<file path="src/rtl/vector_accumulate_unit_pkg.sv">
`default_nettype none
// ============================================================================
// vector_accumulate_unit_pkg: op encodings and firmware byte decode
// Rev 1.0
// ============================================================================
package vector_accumulate_unit_pkg;

  typedef enum logic [1:0] {
    OP_PASS = 2'd0,
    OP_SUM  = 2'd1,
    OP_MAX  = 2'd2
  } op_e;

  // Unrecognised firmware bytes fall back to pass-through.
  function automatic op_e decode_op(input logic [7:0] raw);
    case (raw)
      8'd1:    decode_op = OP_SUM;
      8'd2:    decode_op = OP_MAX;
      default: decode_op = OP_PASS;
    endcase
  endfunction

endpackage
`default_nettype wire

</file>
<file path="src/rtl/vector_combine_lane.sv">
`default_nettype none
// ============================================================================
// vector_combine_lane: next accumulator value for one lane (load / sum / max)
// Rev 1.0
// ============================================================================
module vector_combine_lane
  import vector_accumulate_unit_pkg::*;
#(
  parameter int DATA_WIDTH = 32
) (
  input  logic                  load,
  input  logic [1:0]            op,
  input  logic [DATA_WIDTH-1:0] acc,
  input  logic [DATA_WIDTH-1:0] data,
  output logic [DATA_WIDTH-1:0] result
);

  always_comb begin
    result = acc + data;
    if (load) begin
      result = data;
    end else if (op == OP_MAX) begin
      result = (data > acc) ? data : acc;
    end
  end

endmodule
`default_nettype wire

</file>
<file path="src/rtl/vector_accumulate_unit.sv">
`default_nettype none
// ============================================================================
// vector_accumulate_unit: per-chain pass-through / frame sum / frame max
// Rev 1.0
// ============================================================================
module vector_accumulate_unit
  import vector_accumulate_unit_pkg::*;
#(
  parameter int N                  = 8,
  parameter int DATA_WIDTH         = 32,
  parameter int MAX_CHAINS         = 4,
  parameter int PERSONAL_CONFIG_ID = 1,
  parameter logic [MAX_CHAINS*8-1:0] INITIAL_FIRMWARE_OP = '0,
  localparam int CHAIN_W = (MAX_CHAINS > 1) ? $clog2(MAX_CHAINS) : 1
) (
  input  logic                    clk,
  input  logic                    reset,
  input  logic                    tracing,
  input  logic                    valid_in,
  input  logic [1:0]              eof_in,
  input  logic [1:0]              bof_in,
  input  logic [CHAIN_W-1:0]      chainId_in,
  input  logic [7:0]              configId,
  input  logic [7:0]              configData,
  input  logic [N*DATA_WIDTH-1:0] vector_in,
  output logic [N*DATA_WIDTH-1:0] vector_out,
  output logic [CHAIN_W-1:0]      chainId_out,
  output logic                    valid_out,
  output logic [1:0]              eof_out,
  output logic [1:0]              bof_out
);

  localparam int               CNT_W      = $clog2(MAX_CHAINS + 1);
  localparam logic [CNT_W-1:0] C_CNT_FULL = CNT_W'(MAX_CHAINS);
  localparam logic [7:0]       C_MY_ID    = 8'(PERSONAL_CONFIG_ID);

  logic [7:0]            r_fw_op     [MAX_CHAINS];
  op_e                   r_active_op [MAX_CHAINS];
  logic [CNT_W-1:0]      r_byte_cnt;
  logic [DATA_WIDTH-1:0] r_acc       [MAX_CHAINS][N];

  op_e                   w_op;
  logic                  w_accumulate;
  logic                  w_cfg_hit;
  logic [N*DATA_WIDTH-1:0] w_acc_vec;

  // A freshly written op only takes effect when its chain sees a bof.
  assign w_op         = bof_in[0] ? decode_op(r_fw_op[chainId_in]) : r_active_op[chainId_in];
  assign w_accumulate = tracing && valid_in && (w_op != OP_PASS);
  assign w_cfg_hit    = !tracing && (configId == C_MY_ID);

  for (genvar l = 0; l < N; l++) begin : g_lane
    vector_combine_lane #(
      .DATA_WIDTH(DATA_WIDTH)
    ) u_lane (
      .load   (bof_in[0]),
      .op     (w_op),
      .acc    (r_acc[chainId_in][l]),
      .data   (vector_in[l*DATA_WIDTH +: DATA_WIDTH]),
      .result (w_acc_vec[l*DATA_WIDTH +: DATA_WIDTH])
    );
  end

  always_ff @(posedge clk or posedge reset) begin
    if (reset) begin
      r_byte_cnt <= '0;
      for (int c = 0; c < MAX_CHAINS; c++) begin
        r_fw_op[c]     <= INITIAL_FIRMWARE_OP[c*8 +: 8];
        r_active_op[c] <= decode_op(INITIAL_FIRMWARE_OP[c*8 +: 8]);
      end
    end else begin
      if (w_cfg_hit) begin
        // Counter saturates at MAX_CHAINS so surplus bytes are dropped.
        if (r_byte_cnt != C_CNT_FULL) begin
          r_fw_op[r_byte_cnt[CHAIN_W-1:0]] <= configData;
          r_byte_cnt <= r_byte_cnt + CNT_W'(1);
        end
      end else begin
        r_byte_cnt <= '0;
      end
      if (tracing && valid_in && bof_in[0]) begin
        r_active_op[chainId_in] <= w_op;
      end
    end
  end

  always_ff @(posedge clk or posedge reset) begin
    if (reset) begin
      for (int c = 0; c < MAX_CHAINS; c++) begin
        for (int l = 0; l < N; l++) begin
          r_acc[c][l] <= '0;
        end
      end
    end else if (w_accumulate) begin
      for (int l = 0; l < N; l++) begin
        r_acc[chainId_in][l] <= w_acc_vec[l*DATA_WIDTH +: DATA_WIDTH];
      end
    end
  end

  always_ff @(posedge clk or posedge reset) begin
    if (reset) begin
      valid_out   <= 1'b0;
      vector_out  <= '0;
      chainId_out <= '0;
      eof_out     <= 2'b00;
      bof_out     <= 2'b00;
    end else begin
      valid_out <= 1'b0;
      if (tracing && valid_in) begin
        if (w_op == OP_PASS) begin
          valid_out   <= 1'b1;
          vector_out  <= vector_in;
          chainId_out <= chainId_in;
          eof_out     <= eof_in;
          bof_out     <= bof_in;
        end else if (eof_in[0]) begin
          valid_out   <= 1'b1;
          vector_out  <= w_acc_vec;
          chainId_out <= chainId_in;
          eof_out     <= eof_in;
          bof_out     <= 2'b01;
        end
      end
    end
  end

endmodule
`default_nettype wire

</file>
<file path="config.mk">
export PLATFORM = sky130hd
export DESIGN_NAME = vector_accumulate_unit
export DESIGN_NICKNAME = d
export VERILOG_FILES = /design/src/rtl/vector_accumulate_unit_pkg.sv /design/src/rtl/vector_combine_lane.sv /design/src/rtl/vector_accumulate_unit.sv
export SDC_FILE = /design/constraint.sdc
export NUM_CORES = 2
export LEC_CHECK = 0
export ABC_AREA = 1
export BUFFER_PORTS_ARGS = -buffer_cell sky130_fd_sc_hd__clkbuf_2
export CAP_MARGIN = 20
export CORE_MARGIN = 2
export CORE_UTILIZATION = 57
export CTS_BUF_LIST = sky130_fd_sc_hd__clkbuf_8
export CTS_CLUSTER_SIZE = 40
export DETAILED_ROUTE_END_ITERATION = 6
export PLACE_DENSITY = 0.75
export SETUP_SLACK_MARGIN = 0.2
export SKIP_CTS_REPAIR_TIMING = 1
export SYNTH_ARGS = -nofsm -noshare
export SYNTH_HDL_FRONTEND = slang
export SYNTH_SLANG_ARGS = --single-unit
export TNS_END_PERCENT = 20
</file>
<file path="constraint.sdc">
create_clock -name clk -period 62.1 [get_ports clk]
set_clock_uncertainty 0.2 [all_clocks]
set_input_delay 6.21 -clock clk [delete_from_list [all_inputs] [get_ports clk]]
set_output_delay 6.21 -clock clk [all_outputs]
set_load 0.02 [all_outputs]
</file>
==> parameters.txt <==
Parameter                              Value

Power and ir drop
  Share of total power in the clock network ... 20.7%
  Switching power share of the total ... 45.3%
  Reported leakage power ... 56.3 nW
  Worst-case vdd ir drop ... 0.0305 mV
  Combinational Power Share ... 45.9%
  Power density relative to cell area ... 40.4 nW/µm²
  Switching power of the nets ... about 1.9 mW
  Reg power frac ... 33.4%
  Internal power ... 2.25 mW
  Total power consumption of the routed design ... 4.11 mW

Clock network
  Insertion delay to the later sink of the worst-skew pair ... 1.01 ns
  Maximum buffer depth of the clock tree ... 3
  Root buffer selected by CTS ... sky130_fd_sc_hd__clkbuf_8
  Clock-pin slew of the registers on the worst-case setup and hold paths ... 0.06 ns
  Num Clock Sinks ... ~1,300
  Total number of H-tree levels ... 4
  Clock buffer count from CTS ... between 200 and 250
  CTS tree ... built

Outcome
  Outcome ... finished with violations
  Violated checks ... DRC

Final layout
  Share of cells above drive strength 1 ... under 10%
  Net count of the finished layout ... 14,900
  Final core utilization ... 62.5%
  Final Instance Area ... between 100,000 and 150,000 µm²
  Area growth from synthesis to layout ... 9.28%
  Post-Layout Cell Count ... around 16,000

Worst setup path
  Worst Path Class, Setup ... in -> reg
  Reg2Reg Capture Point ... vector_out[144]
  CP endpoint kind ... flop
  Reg-to-Reg Start ... r_fw_op[18]
  End point of the critical path ... vector_out[162]
  CP startpoint ... chainId_in[1]
  CP Data Required Time ... roughly 63 ns
  R2R depth ... 18
  Worst R2R Setup Slack ... roughly 56 ns
  Category of the worst setup path launch point ... input port
  Biggest fanout along the worst timing path ... 58
  Data arrival time of the worst path ... 13.57 ns

Yosys
  Area share of the largest cell type after synthesis ... 35.8%
  Most numerous cell types in the synthesized netlist ... sky130_fd_sc_hd__nand2_1, sky130_fd_sc_hd__nand3_1, sky130_fd_sc_hd__inv_1
  Count leader, synth ... sky130_fd_sc_hd__nand2_1
  Async set-reset flop share out of synthesis ... 100%
  Seq/Total Area, Yosys ... a little over a third
  Library cell with the largest summed area after synthesis ... sky130_fd_sc_hd__dfrtp_1
  Syn avg cell area ... 6.70 µm²
  Yosys warning total ... 0
  Main flop type after synthesis ... sky130_fd_sc_hd__dfrtp_1
  Flip-flop and latch count after synthesis ... roughly 1,300
  Top cells by area, synth ... sky130_fd_sc_hd__dfrtp_1, sky130_fd_sc_hd__nand2_1, sky130_fd_sc_hd__nand3_1
  Cell area after technology mapping ... 92,900 µm²
  Cells after synthesis ... between 10,000 and 15,000
  Number of nets in the synthesized netlist ... 14,700
  Unique masters post-synth ... 43
  EDFF count, synth ... 0

Routing
  Count of routing violations after the opening detailed-route iteration ... 12,000
  Remaining antenna violation count after routing ... 0
  Via count normalized by instance count ... 5.99
  Iteration count of the initial detailed-routing pass ... 7
  Drt wl/cell ... around 21 µm
  DRC violation count after routing ... 5
  Via count ... 98,400
  Detailed-route wire length ... 342,000 µm

Timing
  Total Negative Setup Slacks ... 0 ns
  Least setup slack across all paths after layout ... slightly below 50 ns
  Hold violation count in the final report ... 0
  Transition time at the pin with the least slew margin ... approximately 1.2 ns
  Max Freq ... 0.0775 GHz
  Unrepaired setup endpoints after global routing ... no
  Number of setup violations in the final report ... 0
  Post-Route Hold Slack ... approximately 0.27 ns
  Post-layout min period ... between 10 and 15 ns
  Pins Over Slew Limit ... 0
  Relative slew margins ... between 15 and 20%
  Final period utilization ... 20.8%

Die
  CORE AREA ... about 160,000 µm²
  Core Rows ... approximately 150
  Vertical extent of the die ... 408 µm
  Die ar. ... 166,000 µm²
  IO Pins ... about 550
  Starting density of the core ... 57.2%
  Die outline width ... slightly above 400 µm

Place
  Post-placement setup slack ... 48.55 ns
  Placed inst area ... 96,600 µm²
  DP HPWL ... about 230,000 µm
  Count of buffers from port buffering ... about 540
  Routability congestion estimate from global placement ... 1.02
  Number of placed instances, taps included ... 16,000

Worst hold path
  Hold path startpoint ... eof_out[1]
  Min-Delay Path Class ... reg -> reg

Global route
  First-pass GRT wire length ... 528,000 µm
  Overflow left after global routing ... 0
  Antenna violations before repair ... 29
  Pin count of the biggest net entering global routing ... between 150 and 200
  Number of global-route vias before repair ... 93,500
  Total GRT Usage ... 39.8%

Flow run
  Maxcap violations ... 0
-- sequential cells by signal, summed over array words and instances (netlist names) --
name,flops
bof_out,2
chainId_out,2
eof_out,2
r_acc,1024
r_active_op,8
r_byte_cnt,3
r_fw_op,32
valid_out,1
vector_out,256
-- worst min path at each step --
stage	to	slack (ns)	depth (start not counted)
final	eof_out[1]	0.27	2
after global routing	r_acc[869]	0.29	2
after CTS	eof_out[1]	0.28	2
after detailed placement	vector_out[187]	0.26	2
after global placement	eof_out[1]	0.25	2
after floorplan	r_acc[363]	0.25	2
-- layout by cell type, fill, tap and decap left out, types with 41 or more instances in the layout --
cell | Yosys | final
sky130_fd_sc_hd__a21oi_1 | 898 | 898
sky130_fd_sc_hd__a221oi_1 | 153 | 153
sky130_fd_sc_hd__a22o_1 | 159 | 159
sky130_fd_sc_hd__and3_1 | 41 | 41
sky130_fd_sc_hd__buf_4 | 3 | 103
sky130_fd_sc_hd__clkbuf_2 | 0 | 543
sky130_fd_sc_hd__clkbuf_8 | 0 | 289
sky130_fd_sc_hd__dfrtp_1 | 1330 | 1330
sky130_fd_sc_hd__ha_1 | 510 | 510
sky130_fd_sc_hd__inv_1 | 1398 | 1455
sky130_fd_sc_hd__nand2_1 | 5160 | 5151
sky130_fd_sc_hd__nand3_1 | 1617 | 1617
sky130_fd_sc_hd__nand4_1 | 90 | 90
sky130_fd_sc_hd__nor2_1 | 536 | 534
sky130_fd_sc_hd__nor3_1 | 97 | 97
sky130_fd_sc_hd__o211ai_1 | 136 | 136
sky130_fd_sc_hd__o21ai_0 | 372 | 372
sky130_fd_sc_hd__o21ai_1 | 382 | 382
sky130_fd_sc_hd__o21bai_1 | 49 | 49
sky130_fd_sc_hd__xor2_1 | 76 | 76
-- logic make-up after synthesis --
| family | share of synthesized area (%) |
|---|---|
| AOI/OAI and AO/OA | 14.1 |
| xor gates and xnor gates | 0.820 |
| adders and majority gates | 7.04 |
| buffers and inverters | 8.76 |
| DFF | 35.8 |
| and+or+nand+nor | 33.5 |
-- power groups by stage --
stage	registers, mW	logic, mW	clock network [mW]
2_1_floorplan	1.38	1.27	0
3_3_place_gp	1.36	1.80	0
3_5_place_dp	1.37	1.84	0
4_1_cts	1.36	1.85	0.857
5_1_grt	1.40	2.10	0.894
6_report	1.37	1.88	0.852
-- layer usage --
metal | global-route usage, % | share of wire (%)
met1 | 53.2 | 40
met3 | 7.72 | 10
met2 | 61.9 | 45
met4 | 19.7 | 5.0
met5 | 0 | 0.020
-- layout make-up --
cell class	instances	area, µm²
Multi-Input combinational cell	10400	51600
Clock buffer	289	3980
Inverter	1408	5340
Tap cell	2175	2720
Timing Repair Buffer	657	3720
Antenna cell	26	65.1
Clock inverter	108	856
Fill cell	15100	60800
Sequential cell	1330	33300
-- worst max-delay path, stage by stage --
cell                       delay (ns)
sky130_fd_sc_hd__clkbuf_2        0.15
sky130_fd_sc_hd__nor2_4          0.12
sky130_fd_sc_hd__buf_4           0.44
sky130_fd_sc_hd__buf_4           0.83
sky130_fd_sc_hd__buf_4           0.61
sky130_fd_sc_hd__buf_4           0.68
sky130_fd_sc_hd__a22o_1          0.26
sky130_fd_sc_hd__a221oi_1        0.07
sky130_fd_sc_hd__ha_1            0.43
sky130_fd_sc_hd__inv_1           0.12
sky130_fd_sc_hd__nor3_1          0.46
sky130_fd_sc_hd__nand2_1         0.19
sky130_fd_sc_hd__nor4_1          0.28
sky130_fd_sc_hd__nand2_2         0.60
sky130_fd_sc_hd__nand2_1         0.83
sky130_fd_sc_hd__buf_4           0.43
sky130_fd_sc_hd__nand2_1         0.08
sky130_fd_sc_hd__nand3_1         0.08
sky130_fd_sc_hd__nand3_1         0.09
sky130_fd_sc_hd__nand2_1         0.20
sky130_fd_sc_hd__nand2_1         0.08
sky130_fd_sc_hd__nand2_1         0.10
sky130_fd_sc_hd__nand2_1         0.05
(Power assumes the default switching activity.)
